### config.mk
export PLATFORM = sky130hd
export DESIGN_NAME = exec_unit
export DESIGN_NICKNAME = d
export VERILOG_FILES = /design/src/rtl/exec_pkg.sv /design/src/rtl/seq_multiplier.sv /design/src/rtl/exec_unit.sv
export SDC_FILE = /design/constraint.sdc
export NUM_CORES = 1
export LEC_CHECK = 0
export ABC_CLOCK_PERIOD_IN_PS = 3060
export CORE_MARGIN = 3
export CORE_UTILIZATION = 41
export CTS_CLUSTER_SIZE = 8
export DETAILED_ROUTE_END_ITERATION = 12
export PLACE_DENSITY = 0.64
export SLEW_MARGIN = 15
export SYNTH_ARGS = -nofsm -noshare
export SYNTH_HDL_FRONTEND = slang
export SYNTH_HIERARCHICAL = 1
export SYNTH_SLANG_ARGS = --single-unit
### constraint.sdc
create_clock -name clk -period 3.06 [get_ports clk]
set_clock_uncertainty 0.1 [all_clocks]
set_input_delay 0.459 -clock clk [delete_from_list [all_inputs] [get_ports clk]]
set_output_delay 0.459 -clock clk [all_outputs]
set_load 0.03 [all_outputs]
### src/rtl/exec_pkg.sv
// exec_pkg: opcodes, FSM state encoding and PSR flag indices shared by the execute stage.
// Rev 1.0
`default_nettype none

package exec_pkg;

  localparam logic [3:0] OP_NOP = 4'd0;
  localparam logic [3:0] OP_ADD = 4'd1;
  localparam logic [3:0] OP_SUB = 4'd2;
  localparam logic [3:0] OP_CMP = 4'd3;
  localparam logic [3:0] OP_AND = 4'd4;
  localparam logic [3:0] OP_OR  = 4'd5;
  localparam logic [3:0] OP_XOR = 4'd6;
  localparam logic [3:0] OP_MOV = 4'd7;
  localparam logic [3:0] OP_LSH = 4'd8;
  localparam logic [3:0] OP_MUL = 4'd9;

  typedef enum logic [1:0] {
    S_IDLE = 2'd0,
    S_EXEC = 2'd1,
    S_MULT = 2'd2,
    S_DONE = 2'd3
  } state_t;

  localparam int FLAG_C = 4;
  localparam int FLAG_L = 3;
  localparam int FLAG_F = 2;
  localparam int FLAG_Z = 1;
  localparam int FLAG_N = 0;

  function automatic logic writes_back(input logic [3:0] op);
    case (op)
      OP_ADD, OP_SUB, OP_AND, OP_OR, OP_XOR, OP_MOV, OP_LSH, OP_MUL: writes_back = 1'b1;
      default:                                                      writes_back = 1'b0;
    endcase
  endfunction

endpackage

`default_nettype wire

### src/rtl/seq_multiplier.sv
// seq_multiplier: shift-add multiplier, one partial product per step, low WIDTH bits kept.
// Rev 1.0
`default_nettype none

module seq_multiplier #(
  parameter int WIDTH = 16
) (
  input  logic             clk,
  input  logic             reset,
  input  logic             load,
  input  logic             step,
  input  logic [WIDTH-1:0] mcand_in,
  input  logic [WIDTH-1:0] mplier_in,
  output logic             active,
  output logic             last,
  output logic [WIDTH-1:0] product_next
);

  localparam int CW = $clog2(WIDTH);

  logic [WIDTH-1:0] acc;
  logic [WIDTH-1:0] mcand;
  logic [WIDTH-1:0] mplier;
  logic [CW-1:0]    count;

  // Accumulator value after the current step; on the last step this is the product.
  assign product_next = acc + (mplier[0] ? mcand : '0);
  assign last         = active && (count == CW'(WIDTH - 1));

  always_ff @(posedge clk or negedge reset) begin
    if (!reset) begin
      acc    <= '0;
      mcand  <= '0;
      mplier <= '0;
      count  <= '0;
      active <= 1'b0;
    end else if (load) begin
      acc    <= '0;
      mcand  <= mcand_in;
      mplier <= mplier_in;
      count  <= '0;
      active <= 1'b1;
    end else if (step && active) begin
      acc    <= product_next;
      mcand  <= mcand << 1;
      mplier <= mplier >> 1;
      count  <= count + 1'b1;
      if (last) active <= 1'b0;
    end
  end

endmodule

`default_nettype wire

### src/rtl/exec_unit.sv
// exec_unit: registered execute stage (ALU, shifter, sequential multiply) with PSR flags.
// Rev 1.0
`default_nettype none

module exec_unit
  import exec_pkg::*;
#(
  parameter int WIDTH   = 16,
  parameter int REGBITS = 4
) (
  input  logic               clk,
  input  logic               reset,
  input  logic               start,
  input  logic [3:0]         op,
  input  logic [WIDTH-1:0]   opa,
  input  logic [WIDTH-1:0]   opb,
  input  logic [7:0]         imm,
  input  logic               use_imm,
  input  logic [REGBITS-1:0] dest_in,
  output logic               busy,
  output logic               done,
  output logic               wr_en,
  output logic [REGBITS-1:0] dest_out,
  output logic [WIDTH-1:0]   result,
  output logic [4:0]         flags
);

  state_t state, state_next;

  logic [3:0]         op_q;
  logic [WIDTH-1:0]   a_q;
  logic [WIDTH-1:0]   b_q;
  logic [REGBITS-1:0] dest_q;

  logic [WIDTH-1:0] imm_ext;
  logic             mul_load;
  logic             mul_step;
  logic             mul_active;
  logic             mul_last;
  logic [WIDTH-1:0] mul_product;

  logic [WIDTH-1:0] alu_res;
  logic [4:0]       alu_flags;
  logic [WIDTH:0]   sum;
  logic [WIDTH:0]   diff;
  logic [4:0]       sh;
  logic [4:0]       sh_mag;

  assign imm_ext = {{(WIDTH-8){imm[7]}}, imm};
  assign busy    = (state != S_IDLE);

  seq_multiplier #(.WIDTH(WIDTH)) u_mul (
    .clk          (clk),
    .reset        (reset),
    .load         (mul_load),
    .step         (mul_step),
    .mcand_in     (a_q),
    .mplier_in    (b_q),
    .active       (mul_active),
    .last         (mul_last),
    .product_next (mul_product)
  );

  always_ff @(posedge clk or negedge reset) begin
    if (!reset) state <= S_IDLE;
    else        state <= state_next;
  end

  // The first MULT cycle loads the multiplier, then 16 steps follow.
  always_comb begin
    state_next = state;
    mul_load   = 1'b0;
    mul_step   = 1'b0;
    case (state)
      S_IDLE: if (start) state_next = (op == OP_MUL) ? S_MULT : S_EXEC;
      S_EXEC: state_next = S_DONE;
      S_MULT: begin
        if (!mul_active) begin
          mul_load = 1'b1;
        end else begin
          mul_step = 1'b1;
          if (mul_last) state_next = S_DONE;
        end
      end
      S_DONE: state_next = S_IDLE;
      default: state_next = S_IDLE;
    endcase
  end

  always_comb begin
    alu_res   = result;
    alu_flags = flags;
    sum       = {1'b0, a_q} + {1'b0, b_q};
    diff      = {1'b0, a_q} - {1'b0, b_q};
    sh        = b_q[4:0];
    sh_mag    = -sh;
    case (op_q)
      OP_ADD: begin
        alu_res           = sum[WIDTH-1:0];
        alu_flags[FLAG_C] = sum[WIDTH];
        alu_flags[FLAG_F] = (a_q[WIDTH-1] == b_q[WIDTH-1]) && (sum[WIDTH-1] != a_q[WIDTH-1]);
      end
      OP_SUB: begin
        alu_res           = diff[WIDTH-1:0];
        alu_flags[FLAG_C] = diff[WIDTH];
        alu_flags[FLAG_F] = (a_q[WIDTH-1] != b_q[WIDTH-1]) && (diff[WIDTH-1] != a_q[WIDTH-1]);
      end
      OP_CMP: begin
        alu_flags[FLAG_Z] = (a_q == b_q);
        alu_flags[FLAG_L] = (a_q < b_q);
        alu_flags[FLAG_N] = ($signed(a_q) < $signed(b_q));
      end
      OP_AND: alu_res = a_q & b_q;
      OP_OR:  alu_res = a_q | b_q;
      OP_XOR: alu_res = a_q ^ b_q;
      OP_MOV: alu_res = b_q;
      OP_LSH: begin
        // A negative amount of -16 is the only magnitude that reaches 16.
        if (!sh[4])         alu_res = a_q << sh[3:0];
        else if (sh_mag[4]) alu_res = '0;
        else                alu_res = a_q >> sh_mag[3:0];
      end
      default: ;
    endcase
  end

  always_ff @(posedge clk or negedge reset) begin
    if (!reset) begin
      op_q     <= OP_NOP;
      a_q      <= '0;
      b_q      <= '0;
      dest_q   <= '0;
      done     <= 1'b0;
      wr_en    <= 1'b0;
      dest_out <= '0;
      result   <= '0;
      flags    <= '0;
    end else begin
      done  <= 1'b0;
      wr_en <= 1'b0;
      if (state == S_IDLE && start) begin
        op_q   <= op;
        a_q    <= opa;
        b_q    <= use_imm ? imm_ext : opb;
        dest_q <= dest_in;
      end
      if (state == S_EXEC) begin
        result   <= alu_res;
        flags    <= alu_flags;
        dest_out <= dest_q;
        done     <= 1'b1;
        wr_en    <= writes_back(op_q);
      end
      if (mul_step && mul_last) begin
        result   <= mul_product;
        dest_out <= dest_q;
        done     <= 1'b1;
        wr_en    <= 1'b1;
      end
    end
  end

endmodule

`default_nettype wire

Word level (Yosys, flattened, before mapping)
Memories as Yosys holds them, arrays and structs flattened.
Cells that the tools add are included.
W data, S select, Z words.
- register bits after elaboration: 122
- bits in read-only memories: 16
- input bits: 52
- output and inout bits: 28
- word-level logic and storage cells: 103
- memories: 1
- memories (memory ; words ; bits a word ; rd ports ; clocked after memory_dff ; write ports ; RTL line ; RTL):
    (name not given) ; 16 ; 1 ; 1 ; 0 ; 0 ; exec_pkg.sv:32 ; case (op)
- add/sub/neg operators: 5
- magnitude comparators: 2
- eq/ne operators: 21
- shift operators: 2
- muxes and demuxes: 35
- bitwise gates (word level): 3
- reduce and logical (&&, ||, !) cells: 18
- operator list (kind ; count):
    $mux W16 ; 12
    $pmux W16 S7 ; 1
    $lt A16 B16 Y1 ; 2
    $add A16 B16 Y17 ; 1
    $sub A16 B16 Y17 ; 1
    $add A16 B16 Y16 ; 1
    $and A16 B16 Y16 ; 1
    $eq A16 B16 Y1 ; 1
    $eq A4 B3 Y1 const B ; 4
    $mux W4 ; 4
    $or A16 B16 Y16 ; 1
    $shl A16 B4 Y16 ; 1
    $shr A16 B4 Y16 ; 1
    $xor A16 B16 Y16 ; 1
    $eq A4 B4 Y1 const B ; 3
    $mux W1 ; 11
    $reduce_bool A2 Y1 ; 5
    $eq A4 B2 Y1 const B ; 2
    $mux W2 ; 4
    $pmux W2 S4 ; 1
    $reduce_and A2 Y1 ; 4
    $reduce_bool A8 Y1 ; 1
    $logic_and A1 B1 Y1 ; 6
    $neg A5 Y5 ; 1
    11 further kinds ; 16

Longest topological paths before layout
- depth after elaboration: 7
- depth in mapped cells: 14
- mapped depth without buffers: 13

Hierarchy
Netlist, hierarchy kept.
- modules (own cells, without submodules) (module ; times used ; cells each ; area an instance (um^2) ; sequential area each (um^2)):
    exec_unit ; 1 ; 836 ; 6971.7 ; 1726.7
    seq_multiplier ; 1 ; 349 ; 3228.1 ; 1326.3

Least setup slack after synthesis
Ideal clock, no wire load.
- path kind: register to register
- from: register b_q[3]
- to: register flags[2]
- arrival time: 2867 ps
- data required time: 2826 ps
- setup slack: -40 ps
- stages on the path, launching flop included: 13
- period minus slack after synthesis: 3100 ps
- cells stage by stage: dfrtp_1 clkbuf_1 inv_1 clkbuf_1 ha_1 buf_2 o21ai_1 o2111ai_2 a41oi_2 o31ai_4 a311o_1 a221oi_1 o31ai_2
- longest elaborated chain between the ends: 4
- ends and longest elaborated chain (item ; RTL line ; RTL):
    start: declaration ; exec_unit.sv:32 ; logic [WIDTH-1:0] b_q;
    start signal: assignment ; exec_unit.sv:144 ; b_q <= use_imm ? imm_ext : opb;
    $sub A16 B16 Y17 / $add A16 B16 Y17 (equally long branches) ; exec_unit.sv:94, exec_unit.sv:93 ;
    $ne A1 B1 Y1 (on tied branches) ; exec_unit.sv:106, exec_unit.sv:101 ;
    $logic_and A1 B1 Y1 (on tied branches) ; exec_unit.sv:106, exec_unit.sv:101 ;
    $pmux W1 S2 * ; exec_unit.sv:97 ; case (op_q)
    end signal: assignment ; exec_unit.sv:149 ; flags <= alu_flags;
    end: declaration ; exec_unit.sv:25 ; output logic [4:0] flags
Mark *: on every way between the ends. The rest lies on a longest branch, timed or not.
A chain may end at the register's enable or synchronous reset.

Worst setup path after layout
- from: register b_q[1]
- to: register flags[2]
The elaborated chain is that of the path after synthesis.

==> out/qor.csv <==
metric,value,unit
Clock Sinks,122,
number of port buffers,79,
slew margin rel.,59.5,%
kind of critical path,reg -> reg,
initial antenna violation count,0,
Via density,5.84,
core box area,24400,µm²
clock slew at reported path FFs,0.07,ns
ANT cells,0,
final slew viol count,0,
Critical path origin,b_q[1],
Root Buffer,clkbuf_16,
Skew-Pair Late Insertion Delay,0.43,ns
Ys Warns,6,
# rows,57,
cell taking the most area after synthesis,dfrtp_1,
DPL Wire Length,25.5,mm
first-pass GRT wire length,52.1,mm
P_leak,5.65,nW
Final Net Count,1456,
"Area growth, synth to finish",24.2,%
most frequent cell after synthesis,nand2_1,
worst slew pin tran,0.593,ns
Synth Flop Type,dfrtp_1,
VDD IR max,0.000536,V
CP arrival,3.21,ns
layout cell share with drive strength beyond 1,17.7,%
# fillers,2329,
"Hold Violations, Final",0,
Die X,164,µm
CTS tree,done,
vias,9719,
pre-CTS WS,0.0604,ns
top cell type's share of synthesized area,29.9,%
Tcrit/Tclk final,97.1,%
crit path launch type,flip-flop,
initial drt markers,955,
synthesized flop and latch total,122,
Max-Cap Viols,0,
Mapped Avg Cell Area,8.61,µm²
Clock Path Buffers,2,
"top cells by area, synth","dfrtp_1 30%, ha_1 9.1%, mux2i_1 6.6%",
outcome,finished clean,
H-tree levels,4,
Post-synth EDFFs,0,
GRT overflow,0,
placed cell areas,12000,µm²
RR Startpoint,b_q[1],
post-route ant nets,0,
syn_nets,1314,
Initial Utilization,41.8,%
cts bufs inserted,17,
fin worst setup slack,0.0887,ns
reg2reg setup slack,0.09,ns
vias in the first global route,9096,
"top cells by count, synth","153 x nand2_1, 122 x dfrtp_1, 92 x o21ai_0",
Final Hold Slack,0.379,ns
post-layout util,51.9,%
drt pass-1 iters,6,
Finished Cell Area,12700,µm²
Syn Inst Count,1185,
Residual DRC,0,
FF-to-FF path depth,10,
WL/cell,20.2,µm
Reg2Reg Capture Point,flags[2],
Final Total Pwr,16.9,mW
"Distinct cells, synth",86,
worst hold path type,in -> async,
Synth async-reset ratio,100,%
Max Clk Rate,337,MHz
Die H,164,µm
"Min Clock Period, post-route",2.97,ns
all-layer global routing usage,24.9,%
Cell Pwr Density,1330,nW/µm²
# setup viols final,0,
final wirelength,33.6,mm
Worst Setup End Kind,flip-flop,
sequential area share after synthesis,29.9,%
CP required,3.30,ns
die area,26800,µm²
CP Max Fanout,4,
Post-Syn Area,10200,µm²
I/O Pins,80,
largest net degree at the start of global routing,84,
Final GP Congestion,1.02,
[per-layer routing]
metal  global-route usage, %  routed length, µm  vias up
li1                        -                  -     4585
met1                    36.6              15800     4645
met5                       0                  0        -
met3                    4.04               2370       62
met2                    37.6              14600      427
met4                    7.34                871        0
[cells in the final DEF (no fill, tap or decap), types with 8 or more instances in the layout]
master           netlist  final
clkdlybuf4s50_1        0     78
dfrtp_1              122    120
buf_4                  2    115
nand2_1              153    152
nor3_1                22     22
mux2i_1               67     67
o211ai_1              14     14
mux4_2                11     11
ha_1                  74     72
inv_1                 60     60
o2111ai_1             10     10
a22oi_1               11     11
clkbuf_16              0     17
mux2_2                33     33
a21oi_1               86     84
o21ai_1                8      8
o221ai_1               8      8
o22ai_1               15     15
xor2_1                12     12
and2_1                23     23
a21o_1                10     10
o21ai_0               92     91
nor2b_1               10      8
nand3_1               18     18
nand2b_1               9      9
xnor2_1               21     21
a221oi_1              12      8
o31ai_1                8      8
nor2_1                67     67
[per-stage QoR]
stage | cells | TNS, ns
final | 1664 | 0
after global placement | 1629 | 0
after detailed placement | 1629 | 0
after CTS | 1662 | 0
after floorplan | 1185 | 0
after global routing | 1664 | -0.00817
[repair_timing]
| action | CTS | global route |
|---|---|---|
| resized for setup | 0 | 18 |
| buffers inserted | 0 | 2 |
| setup endpoints to repair | 0 | 19 |
| endpoints found under the hold margin | 26 | 0 |
| hold buffers | 1 | 0 |
[flip-flops by register name, summed over array words and instances (netlist names)]
name,cells
state,2
a_q,16
b_q,16
dest_out,4
op_q,4
done,1
wr_en,1
flags,5
result,16
u_mul/acc,16
u_mul/active,1
u_mul/mplier,16
dest_q,4
u_mul/mcand,16
u_mul/count,4
[worst max path at each step]
stage,cells past startpoint,end,slack [ns]
after detailed placement,11,result[14],0.06
after global placement,13,result[13],0.09
final,10,flags[2],0.09
after floorplan,11,flags[2],0.02
after global routing,13,result[13],-0.008
after CTS,11,result[14],0.03
[critical path, cell delays in order, from the launching register on]
cell and delay (ns):
dfrtp_1 0.41, inv_1 0.18, ha_1 0.31, a211oi_2 0.38, o2111ai_2 0.21, a41oi_2 0.31, o31ai_4 0.10, a311o_1 0.45
nor3_2 0.17, a311oi_1 0.07, o31ai_2 0.18
[final cells by class]
| type | count | area (µm²) | share of cell area, % |
|---|---|---|---|
| clock inverter | 15 | 141 | 1.12 |
| sequential | 122 | 3060 | 24.1 |
| timing repair buffer | 201 | 1790 | 14.2 |
| multi-input combinational | 923 | 6620 | 52.2 |
| tap | 324 | 405 | 3.20 |
| clock buffer | 17 | 425 | 3.36 |
| inverter | 62 | 233 | 1.84 |
[report_power, final]
part / internal (mW) / switching (mW) / leakage (nW)
clock: 1.13 / 0.867 / 0.276
sequential: 2.35 / 0.626 / 1.52
combinational: 5.08 / 6.81 / 3.85
[logic make-up (layout without fill, tap and decap cells)]
| family | Yosys count | in the layout | synth area share, % |
|---|---|---|---|
| buffers and inverters | 140 | 295 | 5.96 |
| adders and majority gates | 77 | 77 | 9.67 |
| and+or+nand+nor | 350 | 350 | 16.1 |
| xor gates and xnor gates | 33 | 33 | 2.83 |
| DFF | 122 | 122 | 29.9 |
| muxes | 112 | 112 | 12.8 |
| AOI/OAI and AO/OA | 351 | 351 | 22.7 |
Power figures use the tool's default switching activity.
